<file path="src/rtl/fir_tap_loader.sv">
// fir_tap_loader
//
// Loads the coefficient sets of a two-stage decimation FIR chain from one
// shared coefficient BROM. A single address counter walks the concatenated
// tap table: stage 0 taps first, then stage 1 taps. Each returned word is
// steered to the tap-write strobe of the stage it belongs to.
//
// Optional feature: define FIR_TAP_LOADER_CHECK_EN to enable the sticky
// BROM handshake checker that drives err. Without it, err is tied low.
//
// Ports:
//   clk             sole clock
//   reset           synchronous, active-high
//   enable          low behaves as reset
//   reload          one-cycle request to reload both stages (honoured in DONE only)
//   rom_addr        BROM address
//   rom_addr_valid  BROM read strobe
//   rom_data        BROM read data (signed coefficient)
//   rom_data_valid  BROM data strobe, one cycle after rom_addr_valid
//   tap_val         coefficient presented to both FIRs
//   tap_wr          per-stage tap write strobe (bit0 stage 0, bit1 stage 1)
//   fir_flush       one-cycle pulse before each load, resets FIR write pointers
//   taps_loaded     both stages hold a complete coefficient set
//   busy            load in progress (FLUSH, ISSUE, DRAIN)
//   err             sticky BROM handshake error
module fir_tap_loader #(
  parameter int G_TAP_RES = 16,
  parameter int G_TAPS_S0 = 63,
  parameter int G_TAPS_S1 = 31,
  parameter int G_ADDR_W  = 7
) (
  input  logic                 clk,
  input  logic                 reset,
  input  logic                 enable,
  input  logic                 reload,
  output logic [G_ADDR_W-1:0]  rom_addr,
  output logic                 rom_addr_valid,
  input  logic [G_TAP_RES-1:0] rom_data,
  input  logic                 rom_data_valid,
  output logic [G_TAP_RES-1:0] tap_val,
  output logic [1:0]           tap_wr,
  output logic                 fir_flush,
  output logic                 taps_loaded,
  output logic                 busy,
  output logic                 err
);

  // First stage-1 address and the last table address.
  localparam logic [G_ADDR_W-1:0] ADDR_S1   = G_ADDR_W'(G_TAPS_S0);
  localparam logic [G_ADDR_W-1:0] ADDR_LAST = G_ADDR_W'(G_TAPS_S0 + G_TAPS_S1 - 1);

  typedef enum logic [2:0] {
    IDLE,
    FLUSH,
    ISSUE,
    DRAIN,
    DONE
  } state_t;

  state_t              state_reg, state_next;
  logic [G_ADDR_W-1:0] addr_reg, addr_next;
  // Stage tag of the read issued last cycle; lines up with rom_data_valid.
  logic                tag_reg, tag_next;
  logic                active;

  always_ff @(posedge clk) begin
    if (reset || !enable) begin
      state_reg <= IDLE;
      addr_reg  <= '0;
      tag_reg   <= 1'b0;
    end else begin
      state_reg <= state_next;
      addr_reg  <= addr_next;
      tag_reg   <= tag_next;
    end
  end

  always_comb begin
    state_next = state_reg;
    addr_next  = addr_reg;
    tag_next   = tag_reg;
    case (state_reg)
      IDLE: begin
        // Reaching here means reset is low and enable is high: load at once.
        state_next = FLUSH;
        addr_next  = '0;
      end
      FLUSH: begin
        state_next = ISSUE;
        addr_next  = '0;
      end
      ISSUE: begin
        tag_next = (addr_reg >= ADDR_S1);
        // Counter holds at the last address instead of wrapping.
        if (addr_reg == ADDR_LAST) begin
          state_next = DRAIN;
        end else begin
          addr_next = addr_reg + 1'b1;
        end
      end
      DRAIN: begin
        state_next = DONE;
      end
      DONE: begin
        if (reload) begin
          state_next = FLUSH;
        end
      end
      default: begin
        state_next = IDLE;
      end
    endcase
  end

  assign active         = (state_reg != IDLE);
  assign rom_addr_valid = (state_reg == ISSUE);
  assign rom_addr       = rom_addr_valid ? addr_reg : '0;
  assign fir_flush      = (state_reg == FLUSH);
  assign taps_loaded    = (state_reg == DONE);
  assign busy           = (state_reg == FLUSH) || (state_reg == ISSUE) || (state_reg == DRAIN);
  // Data still in flight when the loader is forced idle is dropped.
  assign tap_val        = active ? rom_data : '0;

  generate
    for (genvar gi = 0; gi < 2; gi++) begin : g_tap_wr
      assign tap_wr[gi] = rom_data_valid && active && (tag_reg == 1'(gi));
    end
  endgenerate

`ifdef FIR_TAP_LOADER_CHECK_EN
  logic issued_reg;
  logic err_reg;

  always_ff @(posedge clk) begin
    if (reset || !enable) begin
      issued_reg <= 1'b0;
      err_reg    <= 1'b0;
    end else begin
      issued_reg <= rom_addr_valid;
      // The idle cycle after a forced stop may still see a late data strobe;
      // that word is discarded and is not a protocol violation.
      if (active && (rom_data_valid != issued_reg)) begin
        err_reg <= 1'b1;
      end
    end
  end

  assign err = err_reg;
`else
  assign err = 1'b0;
`endif

endmodule

</file>
<file path="config.mk">
export PLATFORM = sky130hd
export DESIGN_NAME = fir_tap_loader
export DESIGN_NICKNAME = d
export VERILOG_FILES = /design/src/rtl/fir_tap_loader.sv
export SDC_FILE = /design/constraint.sdc
export NUM_CORES = 1
export LEC_CHECK = 0
export ABC_AREA = 1
export BUFFER_PORTS_ARGS = -buffer_cell sky130_fd_sc_hd__buf_4
export CORE_ASPECT_RATIO = 0.8
export CORE_UTILIZATION = 38
export CTS_CLUSTER_SIZE = 16
export DETAILED_ROUTE_END_ITERATION = 7
export PLACE_DENSITY = 0.76
export SYNTH_ARGS = -nofsm -noshare
export SYNTH_HDL_FRONTEND = slang
export SYNTH_SLANG_ARGS = --single-unit
</file>
<file path="constraint.sdc">
create_clock -name clk -period 1.3 [get_ports clk]
set_input_delay 0.13 -clock clk [delete_from_list [all_inputs] [get_ports clk]]
set_output_delay 0.13 -clock clk [all_outputs]
set_load 0.02 [all_outputs]
</file>
After elaboration in Yosys (flattened, before gate mapping)

Index checks and enable logic that the tools add are counted.

Flip-flop bits (word level): 11
Output and inout port bits: 30
Word-level logic and storage cells: 34

Add/sub/neg operators: 1
Magnitude comparators: 1
Eq/ne operators: 8
Multiplexer cells: 7
Bitwise logic cells: 1
Reduce and logical (&&, ||, !) cells: 13

Operators by type and width:

| operator                                               | count |
|---|---|
| two-way mux 16 bit                                     | 1 |
| case mux 3 bit (5 select lines)                        | 1 |
| two-way mux 7 bit                                      | 2 |
| case mux 7 bit (2 select lines)                        | 1 |
| adder 7 x 1 -> 7 bit (second input constant)           | 1 |
| equality test 7 bit (second input constant)            | 1 |
| >= comparator 7 x 6 -> 1 bit (second input constant)   | 1 |
| equality test 3 x 2 -> 1 bit (second input constant)   | 2 |
| two-way mux 3 bit                                      | 2 |
| inequality test 2 bit (second input constant)          | 2 |
| AND reduction 2 bit                                    | 2 |
| equality test 3 x 1 -> 1 bit (second input constant)   | 1 |
| equality test 3 bit (second input constant)            | 1 |
| logical AND 1 bit                                      | 3 |
| logical NOT 3 bit                                      | 1 |
| logical OR 1 bit                                       | 3 |
| nonzero test 3 bit                                     | 1 |
| inequality test 2 x 1 -> 1 bit (second input constant) | 1 |
| nonzero test 2 bit                                     | 1 |
| OR reduction 2 bit                                     | 1 |
| logical NOT 1 bit                                      | 1 |
| NOT 1 bit                                              | 1 |

Depth between registers and ports, before layout

Gate-level depths: netlist of the first run.

Word-level depth: 4
Depth in mapped cells: 9

Worst setup path after synthesis of the first run

OpenSTA, ideal clock, no wires.

Path kind: register to register
From: register state_reg[0]
To: register state_reg[0]
Library setup time: 128 ps
Arrival: 1,226 ps
Path slack: -54 ps
Cell stages (with the launch flop): 5
Buffers on the path: 0
Path through: dfxtp_1 nor3_1 nand2_1 o211ai_1 nor2_1

Longest elaborated chain between the ends: 3

Ends and longest elaborated chain:

| what                            | line | RTL |
|---|---|---|
| start, declared                 | 60   | `state_t state_reg, state_next;` |
| start signal, assigned          | 72   | `state_reg <= state_next;` |
| equality test 3 bit *           | n/a  |  |
| net taps_loaded                 | 43   | `output logic taps_loaded,` |
| inequality test 2 bit (no line) | n/a  |  |
| AND reduction 2 bit (no line)   | n/a  |  |

The timed path passes the listed nets; every way through them passes the cells marked *.
A chain may end at the register's enable or synchronous reset.

Worst setup path in the final report of the first run

From: register state_reg[1]
To: output port tap_val[5]

Longest elaborated chain between the ends: 2

Ends and longest elaborated chain:

| what               | line | RTL |
|---|---|---|
| nonzero test 3 bit | 115  | `assign active = (state_reg != IDLE);` |
| two-way mux 16 bit | 122  | `assign tap_val = active ? rom_data : '0;` |
| end, declared      | 40   | `output logic [G_TAP_RES-1:0] tap_val,` |

Every way passes these cells.

==> results of run 1 <==
## cell families after synthesis
kind of cell / Yosys count / synth area share
other: 1 / 0.004414
adders and majority gates: 2 / 0.02945
and+or+nand+nor: 81 / 0.4197
AOI/OAI and AO/OA: 13 / 0.08248
buffers and inverters: 42 / 0.1944
xor gates and xnor gates: 1 / 0.01031
DFF: 11 / 0.2592
## cell usage in the layout (no fill, tap or decap), drive strengths merged, types with 2 or more instances in the layout
cell type  Yosys  routed
a21oi          9       9
buf            4      64
clkbuf         1       3
dfxtp         11      11
ha             2       2
inv           37      37
nand2         26      27
nand3         13      13
nand4          2       2
nor2          36      36
nor3           3       3
o21ai          2       2
## layout make-up
cell class,count,area (um2)
multi-input cells,99,665.6
clock inverters,1,5.005
inverters,37,148.9
repair buffers,64,560.5
fillers,112,326.6
well taps,24,30.03
flip-flops and latches,11,237.7
clock buffers,3,22.52
## power groups by stage
stage | Sequential [mW] | Combinational (mW) | Clock (mW)
after floorplan | 0.355 | 0.127 | 0
after global placement | 0.355 | 0.238 | 0
after CTS | 0.345 | 0.286 | 0.238
after global routing | 0.345 | 0.350 | 0.274
final | 0.344 | 0.335 | 0.246
after detailed placement | 0.356 | 0.240 | 0
## worst register-to-register path: cells and delay by family, from the launching register on
kind / cells / cell delay, ns
buffers and inverters: 1 / 0.06
and+or+nand+nor: 5 / 0.54
adders and majority gates: 1 / 0.12
AOI/OAI and AO/OA: 1 / 0.16
DFF: 1 / 0.38
## layer usage
| layer | vias to the layer above | wire length, um |
|---|---|---|
| li1 | 582 | - |
| met1 | 611 | 1450 |
| met2 | 83 | 1921 |
| met3 | 18 | 304 |
| met4 | 0 | 114 |
| met5 | - | 0 |
## path summary, 6_finish.rpt
path                      from      endpoint  slack [ns]  depth (start not counted)
setup / recovery  state_reg[1]    tap_val[5]       -0.09                          6
hold / removal          reload  state_reg[2]        0.13                          4
setup reg to reg   addr_reg[1]   addr_reg[4]       -0.02                          8
hold reg to reg    addr_reg[6]   addr_reg[6]        0.54                          2
## metrics by stage
| step | area, um2 | power (mW) | std cells | hold slack [ns] |
|---|---|---|---|---|
| after floorplan | 854.6 | 0.4820 | 151 | 0.3186 |
| after global placement | 1264 | 0.5929 | 224 | 0.4229 |
| after detailed placement | 1264 | 0.5959 | 224 | 0.4338 |
| after CTS | 1425 | 0.8697 | 235 | 0.1336 |
| after global routing | 1670 | 0.9686 | 239 | 0.1258 |
| final | 1670 | 0.9248 | 239 | 0.1346 |
## what timing repair did
item | in CTS | in global routing
setup endpoints to repair | 27 | 38
pin swaps | 1 | 8
cloned | 0 | 2
resized for setup | 27 | 58
buffers inserted | 7 | 2
==> results.yml, run 1 <==
outcome:
  outcome: "finished with violations"
  violations: "setup timing"
sta:
  period_share: 1.069
  fmax_ghz: 0.7195
  drv_slew: 0
  period_needed_ns: 1.390
  setup-tns-final_ns: -1.018
  worst_clock_skew_ns: 0.002192
  rsz0062_at_grt: "yes"
  hold_viol: 0
  fin_ws_ns: -0.08989
  setup_viol: 24
route:
  vias: 1294
  drcViolationCount: 0
  drt_iter0_markers: 61
  post_drt_wl_per_cell_um: 15.86
  drtAntennaViolNets: 0
  post_drt_via_cell_ratio: 5.414
  drt_pass1_iterations: 4
  routed_wl_um: 3790
min_path:
  holdCritPathClass: "primary input to flip-flop"
synthesis:
  synth_nets: 174
  netlist_instances: 151
  synth.distinct_cells: 23
  synth_edf_count: 0
  syn_area_um2: 849.6
  synth_seq_area_share: 0.2592
  synth_warnings: 0
  synth.top_cell.area_share: 0.2592
  synth_top_area_cell: "dfxtp_1"
  synthArstFlopShare: 0
  synth_flop_cell: "dfxtp_1"
  synth-seq-cells: 11
  synthTopCellsByCount: "inv_1 (35), nor2_1 (35), nand2_1 (23)"
  synth_area_leaders: "dfxtp_1 (26%), inv_1 (15%), nor2_1 (15%)"
  syn_area_per_cell_um2: 5.626
clock_network:
  cts_root_buffer: "clkbuf_4"
  cts_buffers: 3
  cts_buffer_depth: 2
  cts_hold_buffers: 0
  cts.sinks: 11
  cts.reportedPaths.clkPinSlew_ns: 0.08
  clock_latency_ns: 0.28
  htreeDepth: 1
  cts_tree: "yes"
place:
  gp_congestion: 0.8936
  port_buffers: 49
  dp_slack_ns: 0.01884
  hpwl_um: 1884
die:
  rows: 14
  core_area_mm2: 0.001997
  die_height_um: 44.29
  die_w_um: 54.87
  io_pins: 51
  start_util: 0.4254
  die_area_mm2: 0.002430
worst_setup_path:
  critPathLaunchType: "flip-flop"
  max_stage_delay_ns: 0.39
  cp.arrival_ns: 1.26
  worst-setup-path-type: "flip-flop to output pin"
  crit_fanout: 13
  critPathCaptureType: "output pin"
  critPathRequiredTime_ns: 1.17
  cp_slowest_cell: "dfxtp_4"
  crit_family: "flip-flops"
  crit_chain: "inv_4 > nand2_4 > nor2_4 > buf_12 > nor2_1 > buf_4"
  crit_buf_inv: 3
grt:
  antenna_found_initial: 0
  global_route.usage.met1: 0.3054
  grt.total_usage: 0.2505
  met2_usage: 0.4265
  gr-total-overflow: 0
  grt_max_degree: 14
  grt_pass1_wl_um: 4333
  grt_pass1_vias: 986
  gr-usage-met3: 0.04467
  busiest_layer: "met2"
cells_and_area:
  syn2layout_area_growth_pct: 96.61
  diodes: 0
  drive_above_1_share: 0.5535
  finish.net_count: 239
  fin_util: 0.8365
  largest_reg_flops: 7
flow_run:
  drv_cap: 0
power:
  pwr-share-seq: 0.372
  p_int_mw: 0.6050
  ir_worst_vdd_uv: 708.1
  clock_power_share: 0.266
  swShare: 0.3459
  leakage_nw: 0.8050
  power_frac_comb: 0.362
  powerDensity_mw_per_mm2: 553.7
  net-switching-power_mw: 0.3199
(Power assumes the default switching activity.)
==> run 2: changes to the inputs <==
ABC_AREA = default   (was 1)
PLACE_DENSITY = 0.77   (was 0.76)
==> results.yml, run 2 <==
synthesis:
  synth_edf_count: 0
  synth_warnings: 0
  synth_nets: 130
  synth_area_leaders: "dfxtp_1 (27%), nor2b_1 (15%), and2_1 (4.5%)"
  synth_flop_cell: "dfxtp_1"
  synthTopCellsByCount: "nor2b_1 (20), dfxtp_1 (11), nand2_1 (8)"
  synth-seq-cells: 11
  syn_area_per_cell_um2: 7.718
  synthArstFlopShare: 0
  synth.most_common_cell: "nor2b_1"
  synth_top_area_cell: "dfxtp_1"
  syn_area_um2: 825.8
  synth.top_cell.area_share: 0.2667
  netlist_instances: 107
  synth_seq_area_share: 0.2667
  synth.distinct_cells: 34
worst_setup_path:
  crit_start: "state_reg[2]"
  critPathRequiredTime_ns: 1.17
  max_stage_delay_ns: 0.38
  crit_buf_inv: 3
  rrSetupSlack_ns: -0.18
  reg2reg_from: "addr_reg[1]"
  crit_fanout: 5
  r2r_cells: 6
  crit_family: "flip-flops"
  critPathLaunchType: "flip-flop"
  worst-setup-path-type: "flip-flop to output pin"
  endpoint: "rom_addr[1]"
  rr_endpoint: "addr_reg[3]"
  critPathCaptureType: "output pin"
  cp_slowest_cell: "dfxtp_4"
  crit_chain: "nor3b_4 > buf_6 > inv_2 > nor2_2 > buf_6"
  crit_cells: 5
  cp.arrival_ns: 1.35
  cpMostUsedCell: "buf_6"
power:
  powerDensity_mw_per_mm2: 537.7
  ir_worst_vdd_uv: 683.9
  leakage_nw: 0.7410
clock_network:
  cts.sinks: 11
  cts.reportedPaths.clkPinSlew_ns: 0.07
  clock_latency_ns: 0.27
  cts_root_buffer: "clkbuf_4"
  cts_buffer_depth: 2
  cts_hold_buffers: 0
  cts_buffers: 3
  htreeDepth: 1
  cts_tree: "yes"
sta:
  hold_viol: 0
  fmax_ghz: 0.6735
  period_share: 1.142
  worst_clock_skew_ns: 0.002683
  period_needed_ns: 1.485
  rsz0062_at_grt: "yes"
  fin_ws_ns: -0.1847
  drv_slew: 0
  setup_viol: 35
  whs_ns: 0.1357
  setup-tns-final_ns: -4.930
die:
  die_height_um: 43.70
  die_w_um: 54.12
  die_area_mm2: 0.002365
  start_util: 0.4209
  io_pins: 51
  core_area_mm2: 0.001962
  rows: 14
route:
  routed_wl_um: 3188
  post_drt_wl_per_cell_um: 15.86
  drt_pass1_iterations: 4
  post_drt_via_cell_ratio: 5.378
  drtAntennaViolNets: 0
  vias: 1081
  drt_iter0_markers: 39
  drcViolationCount: 0
cells_and_area:
  largest_reg_flops: 7
  syn2layout_area_growth_pct: 96.06
  finish.net_count: 201
  layout_commonest_cell: "buf_4"
  diodes: 0
  drive_above_1_share: 0.6441
  most-common-layout-cells: "buf_4 (55), buf_6 (20), nor2b_1 (19)"
outcome:
  outcome: "finished with violations"
  violations: "setup timing"
grt:
  grt.total_usage: 0.2463
  antenna_found_initial: 0
  grt_pass1_vias: 947
  gr-total-overflow: 0
  grt_pass1_wl_um: 4167
  grt_max_degree: 9
min_path:
  holdCritPathClass: "primary input to flip-flop"
  hold_path_startpoint: "reload"
place:
  port_buffers: 49
  gp_congestion: 0.9219
  hpwl_um: 2038
flow_run:
  drv_cap: 0
==> run 2: cell types whose count changed after synthesis, sizes merged, moves of 3 or more <==
| cell | change |
|---|---|
| nor2b | +20 |
| inv | -34 |
| nor2 | -31 |
| nand2 | -18 |
| and2 | +7 |
| nor3b | +5 |
| nand3 | -11 |
| clkbuf | +3 |
==> run 2: report_power, final <==
part           internal, mW  switching (mW)
sequential            0.335         0.00912
combinational         0.153           0.132
clock                 0.119           0.122
==> run 2: cell type report <==
class / instances / area (um2)
Multi-Input combinational cell: 84 / 676.9
Timing Repair Buffer: 75 / 638.1
Fill cell: 124 / 342.8
Sequential cell: 11 / 236.5
Tap cell: 24 / 30.03
Clock buffer: 4 / 26.28
Inverter: 3 / 11.26
==> run 2: logic make-up after synthesis <==
group	count (synthesis)	synth area share
AO/OA/AOI/OAI	23	0.1939
adder cells (fa/ha/maj)	2	0.03030
AND/OR/NAND/NOR	56	0.4182
XOR/XNOR	2	0.02122
other	1	0.004541
buffers and inverters	12	0.06515
flip-flops	11	0.2667
==> run 2: worst min-delay path by stage <==
stage	to	slack [ns]	depth (start not counted)
floorplan	state_reg[2]	0.31	3
finish	state_reg[2]	0.14	4
global placement	state_reg[2]	0.42	4
CTS	state_reg[2]	0.14	4
detailed placement	state_reg[2]	0.43	4
global route	state_reg[2]	0.15	4
==> run 2: metrics by stage <==
stage | instance area (um2) | worst slack (ns) | instances | power, mW | utilization
floorplan | 860.8 | -0.1063 | 107 | 0.4790 | -
detailed placement | 1365 | -0.1602 | 191 | 0.6025 | 0.6958
global route | 1619 | -0.2392 | 201 | 0.9016 | 0.8253
finish | 1619 | -0.1847 | 201 | 0.8705 | 0.8253
CTS | 1481 | -0.1375 | 198 | 0.8428 | 0.7551
global placement | 1365 | -0.09142 | 191 | 0.5970 | 0.6958
==> run 2: layer usage <==
layer | vias to the layer above | share of wire | track usage
li1 | 510 | - | -
met1 | 514 | 0.40 | 0.3113
met2 | 47 | 0.53 | 0.4146
met3 | 10 | 0.051 | 0.05965
met4 | 0 | 0.021 | 0.06154
met5 | - | 0 | 0
==> run 2: timing repair <==
| item | CTS | global route |
|---|---|---|
| gates cloned | 0 | 0 |
| endpoints found under the setup margin | 38 | 38 |
| setup buffers | 3 | 3 |
| pin swaps | 6 | 12 |
| hold endpoints to repair | 0 | 0 |
| resized for setup | 19 | 33 |
==> run 2: worst min-delay path, delay by kind of cell <==
family	cells	cell delay, ns
AOI/OAI and AO/OA	1	0.06
and+or+nand+nor	2	0.10
buffers and inverters	1	0.07
